<file path="config.mk">
export PLATFORM = sky130hd
export DESIGN_NAME = reg_bank_seq
export DESIGN_NICKNAME = d
export VERILOG_FILES = /design/src/rtl/reg_bank_seq.sv
export SDC_FILE = /design/constraint.sdc
export NUM_CORES = 1
export LEC_CHECK = 0
export ABC_AREA = 1
export CAP_MARGIN = 40
export CORE_MARGIN = 4
export CORE_UTILIZATION = 40
export DETAILED_ROUTE_END_ITERATION = 10
export SLEW_MARGIN = 20
export SYNTH_ARGS = -nofsm -noshare
export SYNTH_HDL_FRONTEND = slang
export SYNTH_SLANG_ARGS = --single-unit
</file>
<file path="constraint.sdc">
create_clock -name clk -period 2.5 [get_ports clk]
set_clock_uncertainty 0.1 [all_clocks]
set_input_delay 0.5 -clock clk [delete_from_list [all_inputs] [get_ports clk]]
set_output_delay 0.5 -clock clk [all_outputs]
set_load 0.1 [all_outputs]
</file>
<file path="src/rtl/reg_bank_seq.sv">
// reg_bank_seq: sequenced register bank (LOAD/MOV/SWAP/CLR) with two registered read ports.
// Build option REG_BANK_BYPASS_EN: read ports forward write data landing on the same edge.
module reg_bank_seq #(
  parameter int WIDTH = 16,
  parameter int DEPTH = 8,
  parameter int AW    = 3
) (
  input  logic             clk,
  input  logic             rst_n,
  input  logic             cmd_valid,
  output logic             cmd_ready,
  input  logic [1:0]       cmd_op,
  input  logic [AW-1:0]    cmd_dst,
  input  logic [AW-1:0]    cmd_src,
  input  logic [WIDTH-1:0] from_bus,
  input  logic [AW-1:0]    ra_addr,
  input  logic [AW-1:0]    rb_addr,
  output logic [WIDTH-1:0] r0,
  output logic [WIDTH-1:0] r1,
  output logic             busy,
  output logic             done
);

  // state | meaning
  // IDLE  | ready to accept a command
  // EXEC  | single write of LOAD/MOV/CLR, or first SWAP write reg[dst] <= reg[src]
  // SWAP2 | second SWAP write reg[src] <= temp
  typedef enum logic [1:0] {IDLE, EXEC, SWAP2} state_e;

  localparam logic [1:0] OP_LOAD = 2'b00;
  localparam logic [1:0] OP_MOV  = 2'b01;
  localparam logic [1:0] OP_SWAP = 2'b10;
  localparam logic [1:0] OP_CLR  = 2'b11;
  localparam logic [AW:0] DEPTH_W = (AW + 1)'(DEPTH);

  state_e           state;
  logic [1:0]       op_q;
  logic [AW-1:0]    dst_q;
  logic [AW-1:0]    src_q;
  logic [WIDTH-1:0] data_q;
  logic [WIDTH-1:0] temp_q;
  logic [WIDTH-1:0] regs [DEPTH];

  logic             wr_en;
  logic [AW-1:0]    wr_addr;
  logic [WIDTH-1:0] wr_data;

  function automatic logic in_range(input logic [AW-1:0] a);
    return {1'b0, a} < DEPTH_W;
  endfunction

  // Indices past the bank read as zero.
  function automatic logic [WIDTH-1:0] rd(input logic [AW-1:0] a);
    return in_range(a) ? regs[a] : '0;
  endfunction

  assign cmd_ready = (state == IDLE);
  assign busy      = (state != IDLE);

  always_comb begin
    wr_en   = 1'b0;
    wr_addr = dst_q;
    wr_data = '0;
    case (state)
      EXEC: begin
        wr_addr = dst_q;
        wr_en   = in_range(dst_q);
        case (op_q)
          OP_LOAD: wr_data = data_q;
          OP_MOV:  wr_data = rd(src_q);
          OP_SWAP: wr_data = rd(src_q);
          OP_CLR:  wr_data = '0;
          default: wr_data = '0;
        endcase
      end
      SWAP2: begin
        wr_addr = src_q;
        wr_en   = in_range(src_q);
        wr_data = temp_q;
      end
      default: wr_en = 1'b0;
    endcase
  end

  always_ff @(posedge clk or negedge rst_n) begin
    if (!rst_n) begin
      state  <= IDLE;
      op_q   <= OP_LOAD;
      dst_q  <= '0;
      src_q  <= '0;
      data_q <= '0;
      temp_q <= '0;
      done   <= 1'b0;
    end else begin
      done <= 1'b0;
      case (state)
        IDLE: begin
          if (cmd_valid) begin
            op_q   <= cmd_op;
            dst_q  <= cmd_dst;
            src_q  <= cmd_src;
            data_q <= from_bus;
            temp_q <= rd(cmd_dst);
            state  <= EXEC;
          end
        end
        EXEC: begin
          if (op_q == OP_SWAP) begin
            state <= SWAP2;
          end else begin
            state <= IDLE;
            done  <= 1'b1;
          end
        end
        SWAP2: begin
          state <= IDLE;
          done  <= 1'b1;
        end
        default: state <= IDLE;
      endcase
    end
  end

  always_ff @(posedge clk or negedge rst_n) begin
    if (!rst_n) begin
      for (int i = 0; i < DEPTH; i++) regs[i] <= '0;
      r0 <= '0;
      r1 <= '0;
    end else begin
      if (wr_en) regs[wr_addr] <= wr_data;
`ifdef REG_BANK_BYPASS_EN
      r0 <= (wr_en && wr_addr == ra_addr) ? wr_data : rd(ra_addr);
      r1 <= (wr_en && wr_addr == rb_addr) ? wr_data : rd(rb_addr);
`else
      r0 <= rd(ra_addr);
      r1 <= rd(rb_addr);
`endif
    end
  end

endmodule

</file>
==> impl_metrics.py, run 1 <==
metrics = {
    "timing": {
        "rsz0062_at_grt": "no",
        "setup_viol": 0,
        "hold_violations": 0,
        "slew_viol_final": 0,
        "tightest_slew_ps": 499.7,
        "timing.fmax_mhz": 438.0,
        "post-route-period-util": 0.9133,
        "period_needed_ps": 2283,
        "setup_tns_ps": 0,
        "max_slew_margin": 0.6669,
        "hold_ws_ps": 375.0,
    },
    "setup_path": {
        "critical_path_class": "reg -> reg",
        "reg2regPathDepth": 9,
        "path_max_fanout": 18,
        "worstPathRequired_ps": 2810,
        "start_kind": "register",
        "endpoint_kind": "register",
        "crit_arrival_ps": 2590,
    },
    "power": {
        "p_leak_nw": 6.580,
        "vdd_drop_max_mv": 0.5728,
        "power.density_nw_per_um2": 1228,
    },
    "finish": {
        "diodes": 0,
        "fin_area_um2": 13890,
        "areaGrowthSynthToFinish_pct": 15.61,
        "num-fill-cells": 2987,
        "drive_gt1_frac": 0.09379,
        "utilization": 0.4685,
        "layout.nets": 1791,
    },
    "route": {
        "dr_wl_met2_um": 16470,
        "postRouteAntennaNets": 0,
        "drc": 0,
        "first_pass_iters": 6,
        "wl_per_cell_um": 18.81,
        "viasPerCell": 5.565,
        "drt_iter0_drc": 1695,
        "wl_met1_um": 18930,
        "route.met3.wl_um": 4632,
        "vias": 12020,
        "maxUsedRoutingLayer": "met4",
        "postRouteWirelength_um": 40630,
    },
    "synthesis": {
        "synth_area_leaders": "dfrtp_1 (42%), nand2_1 (21%), o21ai_0 (9.3%)",
        "syn_inst": 1737,
        "synth_commonest_cells": "nand2_1 (665), o21ai_0 (224), dfrtp_1 (203)",
        "ys_types": 26,
        "avgSynthCellArea_um2": 6.915,
        "synth.cell_area_um2": 12010,
        "synth.largest_area_cell": "dfrtp_1",
        "synth-async-reset-ratio": 1.000,
        "syn_nets": 1775,
        "yosysMostFrequentCell": "nand2_1",
        "ys_seq_elements": 203,
        "yosysSeqAreaShare": 0.4229,
        "ys_warn_count": 0,
        "synth_edf_count": 0,
        "synth_top_area_frac": 0.4229,
        "ys.flop_type": "dfrtp_1",
    },
    "global_route": {
        "grt_usage": 0.2404,
        "grt_max_degree": 68,
        "grt_antenna_before_repair": 0,
        "grt_pass1_wl_um": 64430,
        "overflow": 0,
        "grt_pass1_vias": 10830,
    },
    "clock_tree": {
        "clk_pin_slew_ps": 60,
        "htree_levels": 1,
        "cts.path.max_buffers": 3,
        "clkSinkCount": 203,
        "cts_made_buffers": 24,
        "cts_tree": "done",
        "clk_latency_ps": 530,
        "cts_setup_buffers": 0,
        "ctsResizeCount": 0,
        "clock-root-buffer": "clkbuf_16",
    },
    "floorplanning": {
        "io_pins": 68,
        "start_util": 0.4053,
        "die_y_um": 181.3,
        "dieArea_um2": 32870,
        "core_um2": 29640,
        "rows": 63,
        "dieWidth_um": 181.3,
    },
    "placement": {
        "place_area_um2": 13060,
        "port_buffers": 67,
        "place_congestion": 0.8735,
        "dpl.hpwl_um": 27590,
    },
    "run_status": {
        "status": "finished, final reports clean",
    },
    "hold_path": {
        "hold_path_class": "in -> async",
    },
    "run": {
        "cap_viol_max_count": 0,
    },
}
cell usage in the layout (no fill, tap or decap), types with 5 or more instances in the layout:
master / netlist / routed
o211ai_1: 15 / 15
nand3_1: 55 / 55
clkinv_2: 0 / 5
a21oi_1: 192 / 192
inv_2: 16 / 16
a31oi_1: 32 / 32
buf_4: 8 / 56
inv_1: 86 / 85
nor2_1: 52 / 52
nand2_1: 665 / 665
nand2_2: 13 / 13
clkdlybuf4s50_1: 0 / 28
o311ai_0: 16 / 16
a211oi_1: 15 / 15
clkbuf_8: 0 / 5
o21ai_0: 224 / 224
dfrtp_1: 203 / 202
nor2_4: 8 / 8
clkbuf_16: 0 / 25
buf_12: 0 / 20
o21ai_1: 11 / 11
critical path, stage by stage, from the launching register on:
cell and delay (ps):
dfrtp_1 390, inv_1 110, ha_1 340, o21ai_1 180, nor2_1 140, inv_1 100, nor2_4 370, inv_2 240
nand2_1 120, nand2_1 60
logic make-up after synthesis:
group,share of synthesized area
compound gates,0.2279
flops,0.4229
simple gates,0.2623
fa+ha+maj,0.005208
buf+inv,0.08167
through the flow:
step           cells  worst slack, ps  total power, mW
5_1_grt         2160            55.61            18.14
6_report        2160            216.8            17.05
4_1_cts         2160            241.9            16.97
3_5_place_dp    2116            254.2            13.26
3_3_place_gp    2116            326.8            13.11
2_1_floorplan   1737            350.6            10.75
state kept, by name (all words and copies together) (netlist names):
register and flops:
temp_q 16, data_q 16, r0 16, src_q 3, r1 16, regs 128
state 2, done 1, op_q 2, dst_q 3
layer usage:
| metal | GRT usage | vias up |
|---|---|---|
| met2 | 0.3345 | 703 |
| met1 | 0.3887 | 5520 |
| met5 | 0 | - |
| li1 | - | 5748 |
| met3 | 0.04188 | 50 |
| met4 | 0.04773 | 0 |
path summary, 6_finish.rpt:
| kind | start | end | slack (ps) |
|---|---|---|---|
| min in group clk | regs[26] | regs[26] | 380 |
| hold / removal | rst_n | dst_q[2] | 380 |
| max in group asynchronous | rst_n | regs[11] | 1250 |
| setup / recovery | state[0] | regs[8] | 220 |
| setup reg to reg | state[0] | regs[8] | 220 |
| hold reg to reg | regs[26] | regs[26] | 380 |
cell type report:
cell class / count / area, um2 / area share
flip-flops and latches: 203 / 5084 / 0.3661
repair buffers: 109 / 1140 / 0.08208
clock inverters: 13 / 135.1 / 0.009731
clock buffers: 30 / 684.4 / 0.04928
multi-input cells: 1309 / 5953 / 0.4287
inverters: 106 / 402.9 / 0.02901
well taps: 390 / 488.0 / 0.03514
power by group:
group	switching [mW]	internal, mW	total [mW]
clock network	1.51	2.16	3.66
registers	0.989	4.45	5.43
logic	5.73	2.23	7.96
total	8.22	8.83	17.1
repair_timing:
action,CTS,global route
endpoints found under the hold margin,41,0
setup endpoints to repair,0,0
hold buffers,1,0
Note: power is estimated with default switching activity, not from simulation.
==> run 2, diff against run 1 <==
ABC_AREA = unset   (was 1)
==> impl_metrics.py, run 2 <==
metrics = {
    "timing": {
        "hold_violations": 0,
        "rsz0062_at_grt": "no",
        "slew_viol_final": 0,
        "timing.fmax_mhz": 442.3,
        "tightest_slew_ps": 703.6,
        "setup_tns_ps": 0,
        "max_slew_margin": 0.5310,
        "post-route-period-util": 0.9043,
        "period_needed_ps": 2261,
        "setup_viol": 0,
        "hold_ws_ps": 379.7,
    },
    "global_route": {
        "grt_usage": 0.2018,
        "overflow": 0,
        "grt_pass1_vias": 8022,
        "grt_antenna_before_repair": 0,
        "grt_max_degree": 54,
        "grt_pass1_wl_um": 49330,
    },
    "setup_path": {
        "crit_path_start": "state[1]",
        "worstPathRequired_ps": 2780,
        "critical_path_class": "reg -> reg",
        "cp_cell_sequence": "inv_1, ha_1, and2_1, a22o_1, a31oi_2, a21oi_1",
        "start_kind": "register",
        "crit_arrival_ps": 2540,
        "critPathBufInv": 1,
        "max_stage_delay_ps": 470,
        "r2r-start": "state[1]",
        "slowest_stage": "a31oi_2",
        "path_max_fanout": 16,
        "endpoint_kind": "register",
        "cp_top_family": "compound AO/OA/AOI/OAI gates",
    },
    "synthesis": {
        "synth_commonest_cells": "dfrtp_1 (203), nor2_1 (117), mux4_2 (96)",
        "avgSynthCellArea_um2": 12.66,
        "synth.cell_area_um2": 11710,
        "synth_top_area_frac": 0.4339,
        "synth_area_leaders": "dfrtp_1 (43%), mux4_2 (18%), mux2i_1 (6.8%)",
        "ys_warn_count": 0,
        "synth.largest_area_cell": "dfrtp_1",
        "ys_types": 34,
        "synth_edf_count": 0,
        "syn_nets": 963,
        "yosysMostFrequentCell": "dfrtp_1",
        "ys_seq_elements": 203,
        "yosysSeqAreaShare": 0.4339,
        "synth-async-reset-ratio": 1.000,
        "syn_inst": 925,
        "ys.flop_type": "dfrtp_1",
    },
    "clock_tree": {
        "clkSinkCount": 203,
        "cts_setup_buffers": 0,
        "cts.path.max_buffers": 3,
        "clock-root-buffer": "clkbuf_16",
        "clk_latency_ps": 520,
        "htree_levels": 1,
        "cts_tree": "done",
        "clk_pin_slew_ps": 60,
        "cts_made_buffers": 24,
    },
    "placement": {
        "port_buffers": 67,
        "place_area_um2": 12970,
        "post-place-cells": 1340,
        "dpl.hpwl_um": 18860,
        "place_congestion": 0.7785,
    },
    "route": {
        "vias": 7909,
        "postRouteWirelength_um": 31470,
        "drt_iter0_drc": 713,
        "viasPerCell": 5.731,
        "first_pass_iters": 5,
        "drc": 0,
        "postRouteAntennaNets": 0,
        "wl_per_cell_um": 22.80,
    },
    "power": {
        "p_int_mw": 11.74,
        "pwr-share-comb": 0.534,
        "clockPowerShare": 0.151,
        "p_leak_nw": 5.506,
        "switching_share": 0.4581,
        "pwr-share-seq": 0.315,
        "vdd_drop_max_mv": 0.7860,
        "p_sw_mw": 9.925,
        "power.density_nw_per_um2": 1580,
    },
    "floorplanning": {
        "rows": 62,
        "core_um2": 28780,
        "dieWidth_um": 179.1,
        "die_y_um": 179.1,
        "io_pins": 68,
        "dieArea_um2": 32070,
        "start_util": 0.4067,
    },
    "finish": {
        "register_area_um2": 5084,
        "areaGrowthSynthToFinish_pct": 17.15,
        "final_common_cell": "dfrtp_1",
        "registers.top_by_ff_count": "regs",
        "drive_gt1_frac": 0.3665,
        "fin_area_um2": 13710,
        "layout.nets": 1021,
        "final_cells": 1380,
        "utilization": 0.4765,
        "mostFrequentLayoutCells": "dfrtp_1 (202), nor2_1 (117), mux4_2 (96)",
        "multi_input_area_um2": 6181,
        "diodes": 0,
        "num-fill-cells": 2541,
        "largest_reg_flops": 128,
    },
    "hold_path": {
        "min_from": "temp_q[7]",
        "hold_path_class": "reg -> reg",
    },
    "run_status": {
        "status": "finished, final reports clean",
    },
    "run": {
        "cap_viol_max_count": 0,
    },
}
==> run 2: cell types whose count changed after synthesis, moves of 65 or more <==
cell	change
nand2_1	-632
o21ai_0	-207
a21oi_1	-99
mux4_2	+96
mux2i_1	+80
inv_1	-79
nor2_1	+65
==> run 2: path summary, 6_finish.rpt <==
| check | endpoint | depth (start not counted) | slack (ps) |
|---|---|---|---|
| setup / recovery | regs[31] | 6 | 240 |
| max in group asynchronous | regs[70] | 3 | 1250 |
| hold / removal | temp_q[7] | 2 | 380 |
| setup reg to reg | regs[31] | 6 | 240 |
| min in group asynchronous | r0[3] | 2 | 390 |
| hold reg to reg | temp_q[7] | 2 | 380 |
==> run 2: kinds of logic after synthesis <==
group           Yosys count  synth area share
mux                     234            0.3099
compound gates          220            0.1466
flops                   203            0.4339
simple gates            177           0.06370
buf+inv                  86           0.04051
fa+ha+maj                 5          0.005344
==> run 2: routing by layer <==
layer	track usage	wire length (um)	vias up
met5	0	0	-
met4	0.05021	765	0
met3	0.02636	2102	59
met2	0.3134	14430	267
met1	0.3017	14170	4012
li1	-	-	3571
==> run 2: final cells by class <==
class / count / share of cell area
multi-input combinational: 636 / 0.4507
inverter: 7 / 0.001916
clock inverter: 4 / 0.001642
tap: 384 / 0.03503
sequential: 203 / 0.3707
clock buffer: 35 / 0.05127
timing repair buffer: 111 / 0.08877
==> run 2: stage by stage <==
step / power, mW / worst slack, ps
after floorplan: 15.31 / 284.1
after global placement: 18.20 / 229.4
after detailed placement: 18.39 / 195.1
after CTS: 21.76 / 171.1
after global routing: 23.03 / 91.77
final: 21.67 / 239.3
==> run 2: worst register-to-register path, stage by stage (launching register included) <==
cell and delay [ps]:
dfrtp_1 350, inv_1 70, ha_1 220, and2_1 400, a22o_1 360, a31oi_2 470, a21oi_1 150
==> run 2: power by group through the flow <==
stage | sequential, mW | combinational [mW] | clock [mW]
after floorplan | 8.16 | 7.16 | 0
after global placement | 6.75 | 11.5 | 0
after detailed placement | 6.81 | 11.6 | 0
after CTS | 6.79 | 11.6 | 3.34
after global routing | 7.11 | 12.4 | 3.48
final | 6.83 | 11.6 | 3.27
==> run 2: what timing repair did <==
item / CTS / global route
gates resized for setup: 0 / 2
setup endpoints to repair: 0 / 3
endpoints found under the hold margin: 48 / 0
hold buffers: 1 / 0
==> run 3, diff against run 2 <==
CORE_UTILIZATION = 49   (was 40)
HOLD_SLACK_MARGIN = 0.05   (was unset)
PLACE_DENSITY = 0.68   (was unset)
==> impl_metrics.py, run 3 (same netlist as run 2, synthesis figures left out) <==
metrics = {
    "run_status": {
        "status": "finished, final reports clean",
    },
    "clock_tree": {
        "clk_pin_slew_ps": 60,
        "cts_tree": "done",
        "clk_latency_ps": 510,
        "htree_levels": 1,
        "ctsResizeCount": 0,
        "clkSinkCount": 203,
        "clock-root-buffer": "clkbuf_16",
        "cts.path.max_buffers": 3,
        "cts_made_buffers": 23,
    },
    "timing": {
        "fin_ws_ps": 230.7,
        "tightest_slew_ps": 735.9,
        "period_needed_ps": 2269,
        "max_slew_margin": 0.5071,
        "rsz0062_at_grt": "no",
        "hold_violations": 0,
        "slew_viol_final": 0,
        "setup_tns_ps": 0,
        "timing.fmax_mhz": 440.7,
        "setup_viol": 0,
        "post-route-period-util": 0.9077,
    },
    "floorplanning": {
        "dieWidth_um": 162.6,
        "die_y_um": 162.6,
        "dieArea_um2": 26430,
        "io_pins": 68,
        "start_util": 0.4987,
        "core_um2": 23470,
        "rows": 56,
    },
    "run": {
        "cap_viol_max_count": 0,
    },
    "setup_path": {
        "crit_path_start": "state[0]",
        "r2r-start": "state[0]",
        "r2r-end": "regs[38]",
        "slowest_stage": "a211oi_4",
        "reg2regPathDepth": 8,
        "critPathBufInv": 3,
        "cp_top_family": "buffers and inverters",
        "worstPathRequired_ps": 2840,
        "cp_cell_sequence": "inv_1, ha_1, buf_4, nand3b_1, a211oi_4, buf_12, nor2_1, a21oi_2",
        "crit_arrival_ps": 2610,
        "r2r_setup_slack_ps": 230,
        "max_stage_delay_ps": 400,
        "critical_path_class": "reg -> reg",
        "path_max_fanout": 16,
        "start_kind": "register",
        "endpoint_kind": "register",
    },
    "finish": {
        "registers.top_by_ff_count": "regs",
        "largest_reg_flops": 128,
        "areaGrowthSynthToFinish_pct": 16.62,
        "mostFrequentLayoutCells": "dfrtp_1 (202), nor2_1 (117), mux4_2 (96)",
        "final_common_cell": "dfrtp_1",
        "layout.nets": 1025,
        "drive_gt1_frac": 0.3654,
        "num-fill-cells": 1911,
    },
    "placement": {
        "dpl.hpwl_um": 19680,
        "place_congestion": 0.8176,
        "port_buffers": 67,
        "place_ws_ps": 274.5,
    },
    "global_route": {
        "overflow": 0,
        "grt_usage": 0.2427,
        "grt_antenna_before_repair": 1,
        "grt_pass1_vias": 8143,
        "grt_max_degree": 62,
        "grt_pass1_wl_um": 49220,
    },
    "route": {
        "first_pass_iters": 5,
        "route.met3.wl_um": 2647,
        "postRouteAntennaNets": 0,
        "viasPerCell": 6.158,
        "postRouteWirelength_um": 31580,
        "vias": 8122,
        "wl_per_cell_um": 23.94,
        "maxUsedRoutingLayer": "met4",
        "wl_met1_um": 13550,
        "drc": 0,
        "dr_wl_met2_um": 14560,
        "drt_iter0_drc": 810,
    },
    "power": {
        "p_leak_nw": 5.524,
        "vdd_drop_max_mv": 0.8731,
        "power.density_nw_per_um2": 1595,
    },
    "hold_path": {
        "hold_path_class": "reg -> reg",
        "min_from": "temp_q[2]",
        "hold_depth": 2,
        "min_to": "temp_q[2]",
    },
}
## run 3: routing by layer
layer / GRT usage / vias up
li1: - / 3562
met1: 0.3598 / 4163
met2: 0.3778 / 338
met3: 0.03847 / 59
met4: 0.06596 / 0
met5: 0 / -
## run 3: final cells by class
class,count,area (um2),area share
multi-input combinational,636,6172,0.4521
sequential,203,5084,0.3724
timing repair buffer,116,1255,0.09193
clock buffer,33,643.1,0.04711
tap,319,399.1,0.02924
clock inverter,4,70.07,0.005132
inverter,7,26.28,0.001925
antenna,1,2.502,0.0001833
## run 3: worst register-to-register path: cells and delay by family, from the launching register on
family | cells | cell delay [ps]
DFF | 1 | 390
buffers and inverters | 3 | 550
AOI/OAI and AO/OA | 2 | 510
adders and majority gates | 1 | 360
and+or+nand+nor | 2 | 280
## run 3: repair_timing
| item | in CTS | in global routing |
|---|---|---|
| buffers inserted | 0 | 0 |
| hold buffers | 1 | 0 |
| hold endpoints to repair | 36 | 0 |
## run 3: worst max path at each step
stage           endpoint  slack, ps  depth (start not counted)
2_1_floorplan   state[1]        280                          5
3_3_place_gp   temp_q[3]        310                          5
3_5_place_dp    regs[33]        270                          8
4_1_cts         regs[38]        230                          8
5_1_grt         regs[47]         80                          8
6_report        regs[38]        230                          8
## run 3: metrics by stage
stage / power (mW) / utilization / std cells / hold slack [ps] / area [um2]
floorplan: 15.31 / - / 925 / 104.4 / 11710
global placement: 18.17 / 0.5507 / 1280 / 355.2 / 12930
detailed placement: 18.42 / 0.5507 / 1280 / 356.4 / 12930
CTS: 21.80 / 0.5815 / 1318 / 378.0 / 13650
global route: 22.99 / 0.5815 / 1318 / 403.0 / 13650
finish: 21.77 / 0.5816 / 1319 / 382.7 / 13650
## run 3: power by group
| part | internal (mW) | switching, mW |
|---|---|---|
| Combinational | 4.76 | 6.81 |
| Clock | 1.97 | 1.31 |
| Sequential | 5.02 | 1.90 |
| Total | 11.8 | 10.0 |
